[src/rtl/rv32i_io_pkg.sv]
// Shared definitions for the core-to-I/O bus bridge: FSM state encoding,
// byte-enable patterns and the I/O address width used by the responder.
package rv32i_io_pkg;

  localparam int IO_ADDR_WIDTH = 15;

  typedef enum logic [2:0] {
    IDLE    = 3'd0,
    RD      = 3'd1,
    RD_WAIT = 3'd2,
    WR      = 3'd3,
    RESP    = 3'd4
  } io_br_state_t;

  localparam logic [3:0] BE_NONE    = 4'b0000;
  localparam logic [3:0] BE_WORD    = 4'b1111;
  localparam logic [3:0] BE_HALF_LO = 4'b0011;
  localparam logic [3:0] BE_HALF_HI = 4'b1100;
  localparam logic [3:0] BE_BYTE0   = 4'b0001;
  localparam logic [3:0] BE_BYTE1   = 4'b0010;
  localparam logic [3:0] BE_BYTE2   = 4'b0100;
  localparam logic [3:0] BE_BYTE3   = 4'b1000;

  // True for the byte-enable shapes a store may legally carry (0000 excluded;
  // it is handled separately as a no-op store).
  function automatic logic be_legal(input logic [3:0] be);
    case (be)
      BE_WORD, BE_HALF_LO, BE_HALF_HI,
      BE_BYTE0, BE_BYTE1, BE_BYTE2, BE_BYTE3: be_legal = 1'b1;
      default:                                be_legal = 1'b0;
    endcase
  endfunction

  // Word access off a word boundary, or halfword access off a halfword boundary.
  function automatic logic be_misaligned(input logic [3:0] be, input logic [1:0] addr_lo);
    be_misaligned = ((be == BE_WORD) && (addr_lo != 2'b00)) ||
                    (((be == BE_HALF_LO) || (be == BE_HALF_HI)) && addr_lo[0]);
  endfunction

endpackage

[src/rtl/rv32i_be_merge.sv]
// Byte-lane merge: lanes with be=1 come from new_word, the rest from old_word.
module rv32i_be_merge
  import rv32i_io_pkg::*;
(
  input  logic [31:0] old_word,
  input  logic [31:0] new_word,
  input  logic [3:0]  be,
  output logic [31:0] merged
);

  // Per-lane select between the existing word and the store data.
  always_comb begin
    merged = old_word;
    for (int i = 0; i < 4; i++) begin
      if (be[i]) merged[8*i +: 8] = new_word[8*i +: 8];
    end
  end

endmodule

[src/rtl/rv32i_io_bridge.sv]
// Core data-port to I/O bus bridge. Each load or store becomes a single-cycle
// I/O transfer; sub-word stores are done as read-modify-write because the I/O
// bus has no byte enables. The core is held off until d_ready pulses.
//
// Handshake: d_req is sampled only in IDLE and must be held until d_ready;
// d_ready is a one-cycle pulse from the RESP state, with d_err and d_rdata
// valid in that same cycle. io_we is a one-cycle strobe in WR; a read is
// issued in RD and the responder's registered io_rdata is sampled in RD_WAIT.
module rv32i_io_bridge
  import rv32i_io_pkg::*;
#(
  parameter int ADDR_WIDTH = IO_ADDR_WIDTH
) (
  input  logic                  clk,
  input  logic                  reset,
  input  logic                  d_req,
  input  logic                  d_we,
  input  logic [31:0]           d_addr,
  input  logic [3:0]            d_be,
  input  logic [31:0]           d_wdata,
  output logic [31:0]           d_rdata,
  output logic                  d_ready,
  output logic                  d_err,
  output logic                  io_we,
  output logic [ADDR_WIDTH-1:0] io_addr,
  output logic [31:0]           io_wdata,
  input  logic [31:0]           io_rdata,
  output logic [2:0]            state_dbg
);

  io_br_state_t state, state_next;

  logic        we_q;
  logic [3:0]  be_q;
  logic [31:0] wdata_q;
  logic        err_q;
  logic [31:0] wbuf;
  logic [31:0] rdata_q;
  logic [31:0] merged;
  logic        req_err;
  logic        unused_addr_hi;

  // Address bits above the I/O window are already decoded away by memTop.
  assign unused_addr_hi = ^d_addr[31:ADDR_WIDTH];

  // Request-time error: misalignment applies to every access, shape legality
  // only to stores with at least one lane enabled (loads ignore be).
  assign req_err = be_misaligned(d_be, d_addr[1:0]) |
                   (d_we & (d_be != BE_NONE) & ~be_legal(d_be));

  rv32i_be_merge u_merge (
    .old_word (io_rdata),
    .new_word (wdata_q),
    .be       (be_q),
    .merged   (merged)
  );

  // State register.
  always_ff @(posedge clk) begin
    if (reset) state <= IDLE;
    else       state <= state_next;
  end

  // Next-state decode.
  always_comb begin
    state_next = state;
    case (state)
      IDLE: begin
        if (d_req) begin
          if (req_err)                  state_next = RESP;
          else if (!d_we)               state_next = RD;
          else if (d_be == BE_NONE)     state_next = RESP;
          else if (d_be == BE_WORD)     state_next = WR;
          else                          state_next = RD;
        end
      end
      RD:      state_next = RD_WAIT;
      RD_WAIT: state_next = we_q ? WR : RESP;
      WR:      state_next = RESP;
      RESP:    state_next = IDLE;
      default: state_next = IDLE;
    endcase
  end

  // Request latch, write buffer and load data capture.
  always_ff @(posedge clk) begin
    if (reset) begin
      we_q    <= 1'b0;
      be_q    <= 4'b0000;
      wdata_q <= 32'h0;
      err_q   <= 1'b0;
      io_addr <= '0;
      wbuf    <= 32'h0;
      rdata_q <= 32'h0;
    end else begin
      if ((state == IDLE) && d_req) begin
        we_q    <= d_we;
        be_q    <= d_be;
        wdata_q <= d_wdata;
        err_q   <= req_err;
        io_addr <= {d_addr[ADDR_WIDTH-1:2], 2'b00};
        if (d_we && (d_be == BE_WORD) && !req_err) wbuf <= d_wdata;
      end
      if (state == RD_WAIT) begin
        if (we_q) wbuf    <= merged;
        else      rdata_q <= io_rdata;
      end
    end
  end

  assign io_we     = (state == WR);
  assign io_wdata  = wbuf;
  assign d_ready   = (state == RESP);
  assign d_err     = (state == RESP) & err_q;
  assign d_rdata   = rdata_q;
  assign state_dbg = state;

endmodule

[config.mk]
export PLATFORM = sky130hd
export DESIGN_NAME = rv32i_io_bridge
export DESIGN_NICKNAME = d
export VERILOG_FILES = /design/src/rtl/rv32i_io_pkg.sv /design/src/rtl/rv32i_be_merge.sv /design/src/rtl/rv32i_io_bridge.sv
export SDC_FILE = /design/constraint.sdc
export NUM_CORES = 1
export LEC_CHECK = 0
export CELL_PAD_IN_SITES_DETAIL_PLACEMENT = 1
export CELL_PAD_IN_SITES_GLOBAL_PLACEMENT = 2
export CORE_UTILIZATION = 27
export CTS_CLUSTER_DIAMETER = 80
export DETAILED_ROUTE_END_ITERATION = 8
export HOLD_SLACK_MARGIN = 0.05
export PLACE_DENSITY_LB_ADDON = 0.1
export SYNTH_ARGS = -nofsm -noshare
export SYNTH_HDL_FRONTEND = slang
export SYNTH_HIERARCHICAL = 1
export SYNTH_SLANG_ARGS = --single-unit
[constraint.sdc]
create_clock -name clk -period 5.2 [get_ports clk]
set_clock_uncertainty 0.15 [all_clocks]
set_input_delay 0.52 -clock clk [delete_from_list [all_inputs] [get_ports clk]]
set_output_delay 0.52 -clock clk [all_outputs]
set_load 0.01 [all_outputs]
==> impl_metrics.csv <==
group,metric,value,unit
die,io_pins,189,
setup_path,ff2ff_setup_slack,2700,ps
die,core,0.0182,sq mm
synth,synth_area_leaders,"dfxtp_1 46%, nand2_1 12%, mux2_4 9.4%",
global_routing,gr-total-overflow,0,
clock_network,clk_pin_slew,60,ps
global_routing,grt_max_degree,70,
routing,drt-initial-drc-count,131,
die,num_rows,49,
final_layout,multi_input_area,0.00249,sq mm
placement,dp_cells,947,
min_path,holdCritStartpoint,"d_rdata[24]",
sta,min_period,2630,ps
power_and_ir_drop,p_sw,630,uW
clock_network,tritoncts,"done",
clock_network,htreeDepth,4,
synth,synth_top_area_cell,"dfxtp_1",
synth,yosysWarnings,6,
die,initial_core_util,28.0,%
sta,fin_crit_sh,50.5,%
routing,met3_length,897,um
final_layout,final_cell_count_no_fill,979,
clock_network,cts_setup_buffers,0,
global_routing,antenna_found_initial,0,
sta,maxSlewHeadroom,48.9,%
sta,setup_violations,0,
routing,route.vias.total,4637,
final_layout,seqCellArea,0.00236,sq mm
setup_path,crit_path_max_fanout,17,
power_and_ir_drop,clkPwrFrac,45.1,%
global_routing,grt_pass1_wl,26.7,mm
synth,ys_seq_elements,118,
final_layout,drive_above_1_share,10.8,%
clock_network,root_buffer,"clkbuf_16",
synth,synthDistinctLibCells,36,
synth,synth-edff-count,0,
power_and_ir_drop,leakage,0.00262,uW
sta,setup_tns,0,ps
synth,synthTopCellsByCount,"166 x nand2_1, 118 x dfxtp_1, 87 x a21oi_1",
sta,max_freq,381,MHz
setup_path,startpoint_type,"input port",
power_and_ir_drop,p_per_area,318,mW/mm^2
routing,ant_nets,0,
placement,hpwl,11.2,mm
placement,gp_congestion,0.747,
setup_path,worstReg2RegStart,"state_dbg[0]",
final_layout,fin_area,0.00745,sq mm
final_layout,nNetsFinal,841,
routing,dr.pass1.iters,4,
global_routing,grt.total_usage,17.7,%
sta,rsz0062_at_grt,"no",
clock_network,holdBufCountCts,0,
synth,yosys.area.top_type_share,46.3,%
routing,met1_length,7.57,mm
routing,top_layer,"met4",
run_status,status,"finished clean",
synth,syn_area_per_cell,8.66,sq um
synth,async_flop_share,0,%
final_layout,fillers,2122,
final_layout,area_growth,46.0,%
clock_network,cts_max_path_buffers,2,
routing,via_per_inst,4.74,
synth,synth_most_common_cell,"nand2_1",
min_path,hold_class,"reg2reg",
clock_network,cts_buffers,17,
synth,synth.yosys.seq_area_share,46.3,%
synth,syn_area,0.00510,sq mm
die,die-area,0.0194,sq mm
synth,synth_cells,589,
sta,hold_violations,0,
setup_path,critPathKind,"in2reg",
sta,worst_pin_slew,766,ps
clock_network,insertion_delay,420,ps
setup_path,cp-end-kind,"flip-flop",
power_and_ir_drop,sequentialPowerShare,41.5,%
placement,place_area,0.00690,sq mm
power_and_ir_drop,vdd_drop_max,0.228,mV
power_and_ir_drop,internal-power,1740,uW
power_and_ir_drop,pwr-share-comb,13.4,%
die,die_w,139,um
placement,port_buffers,169,
setup_path,cp_data_arrival_time,2730,ps
run,drv_cap,0,
routing,wl,16.6,mm
setup_path,startpoint,"d_req",
clock_network,post_cts_resized,0,
routing,route.detailed.drc,0,
synth,ys.flop_type,"dfxtp_1",
routing,routedWlPerCell,17.0,um
power_and_ir_drop,netSwitchingFraction,26.6,%
die,die_h,139,um
sta,drv_slew,0,
global_routing,grt_pass1_vias,4962,
clock_network,cts_sinks,118,
routing,routed-wl-met2,7.92,mm
setup_path,required,5310,ps
final_layout,antenna_cells,0,
-- metrics by stage --
stage	utilization, %	setup slack [ps]	power, uW	hold slack, ps
6_report	40.9	2570	2370	302
5_1_grt	40.9	2420	2480	324
4_1_cts	40.9	2540	2410	305
3_5_place_dp	37.9	2120	1330	297
3_3_place_gp	37.9	2180	1320	293
2_1_floorplan	-	2890	1160	286
-- path summary, 6_finish.rpt --
path	cells after the start	endpoint
worst max-delay path	6	io_wdata[2]
worst min-delay path	2	d_rdata[24]
worst min register to register	2	d_rdata[24]
worst max register to register	5	io_wdata[2]
-- per-layer routing --
| metal | vias up | GRT usage [%] |
|---|---|---|
| met2 | 109 | 30.0 |
| li1 | 2291 | - |
| met3 | 17 | 5.37 |
| met4 | 0 | 6.14 |
| met1 | 2220 | 21.2 |
| met5 | - | 0 |
-- power by group through the flow --
stage	clock network (uW)	logic [uW]	registers [uW]
floorplan	0	169	995
global placement	0	316	1000
detailed placement	0	321	1000
CTS	1100	323	985
global route	1140	347	991
finish	1070	317	984
-- cell usage in the layout (no fill, tap or decap), types with 2 or more instances in the layout --
| master | netlist | routed |
|---|---|---|
| clkdlybuf4s50_1 | 0 | 168 |
| nand2_1 | 166 | 166 |
| dfxtp_1 | 118 | 118 |
| a21oi_1 | 87 | 87 |
| nor2_1 | 36 | 36 |
| a211oi_1 | 33 | 33 |
| mux2i_1 | 32 | 32 |
| mux2_4 | 32 | 32 |
| clkbuf_16 | 0 | 17 |
| buf_4 | 2 | 10 |
| clkinv_4 | 0 | 6 |
| nor3_1 | 6 | 5 |
| clkinvlp_4 | 0 | 4 |
| clkinv_2 | 0 | 3 |
| inv_1 | 2 | 2 |
| nand2b_1 | 2 | 2 |
| or3_1 | 3 | 2 |
| o21ai_0 | 2 | 2 |
| nand3b_1 | 2 | 2 |
| conb_1 | 1 | 2 |
-- flip-flops by register name, indices dropped and copies added (netlist names) --
register / count
be_q: 4
d_rdata: 32
state_dbg: 3
err_q: 1
io_wdata: 32
we_q: 1
io_addr: 13
wdata_q: 32
-- kinds of logic after synthesis --
kind of cell | synth area share [%]
buffers and inverters | 5.18
multiplexers | 15.7
AND/OR/NAND/NOR | 18.1
flip-flops | 46.3
other | 0.0735
AO/OA/AOI/OAI | 14.6
-- area by class of cell --
type | instances | area share (%)
flip-flops and latches | 118 | 31.7
clock buffers | 18 | 5.90
repair buffers | 178 | 23.6
multi-input cells | 420 | 33.4
inverters | 2 | 0.101
clock inverters | 14 | 1.43
well taps | 229 | 3.85
-- worst max-delay path, cell delays in order --
cell and delay [ps]:
clkdlybuf4s50_1 500, or4b_2 660, nor4_4 320, buf_4 380, mux2i_1 250, a211oi_1 100
Power figures use the tool's default switching activity.
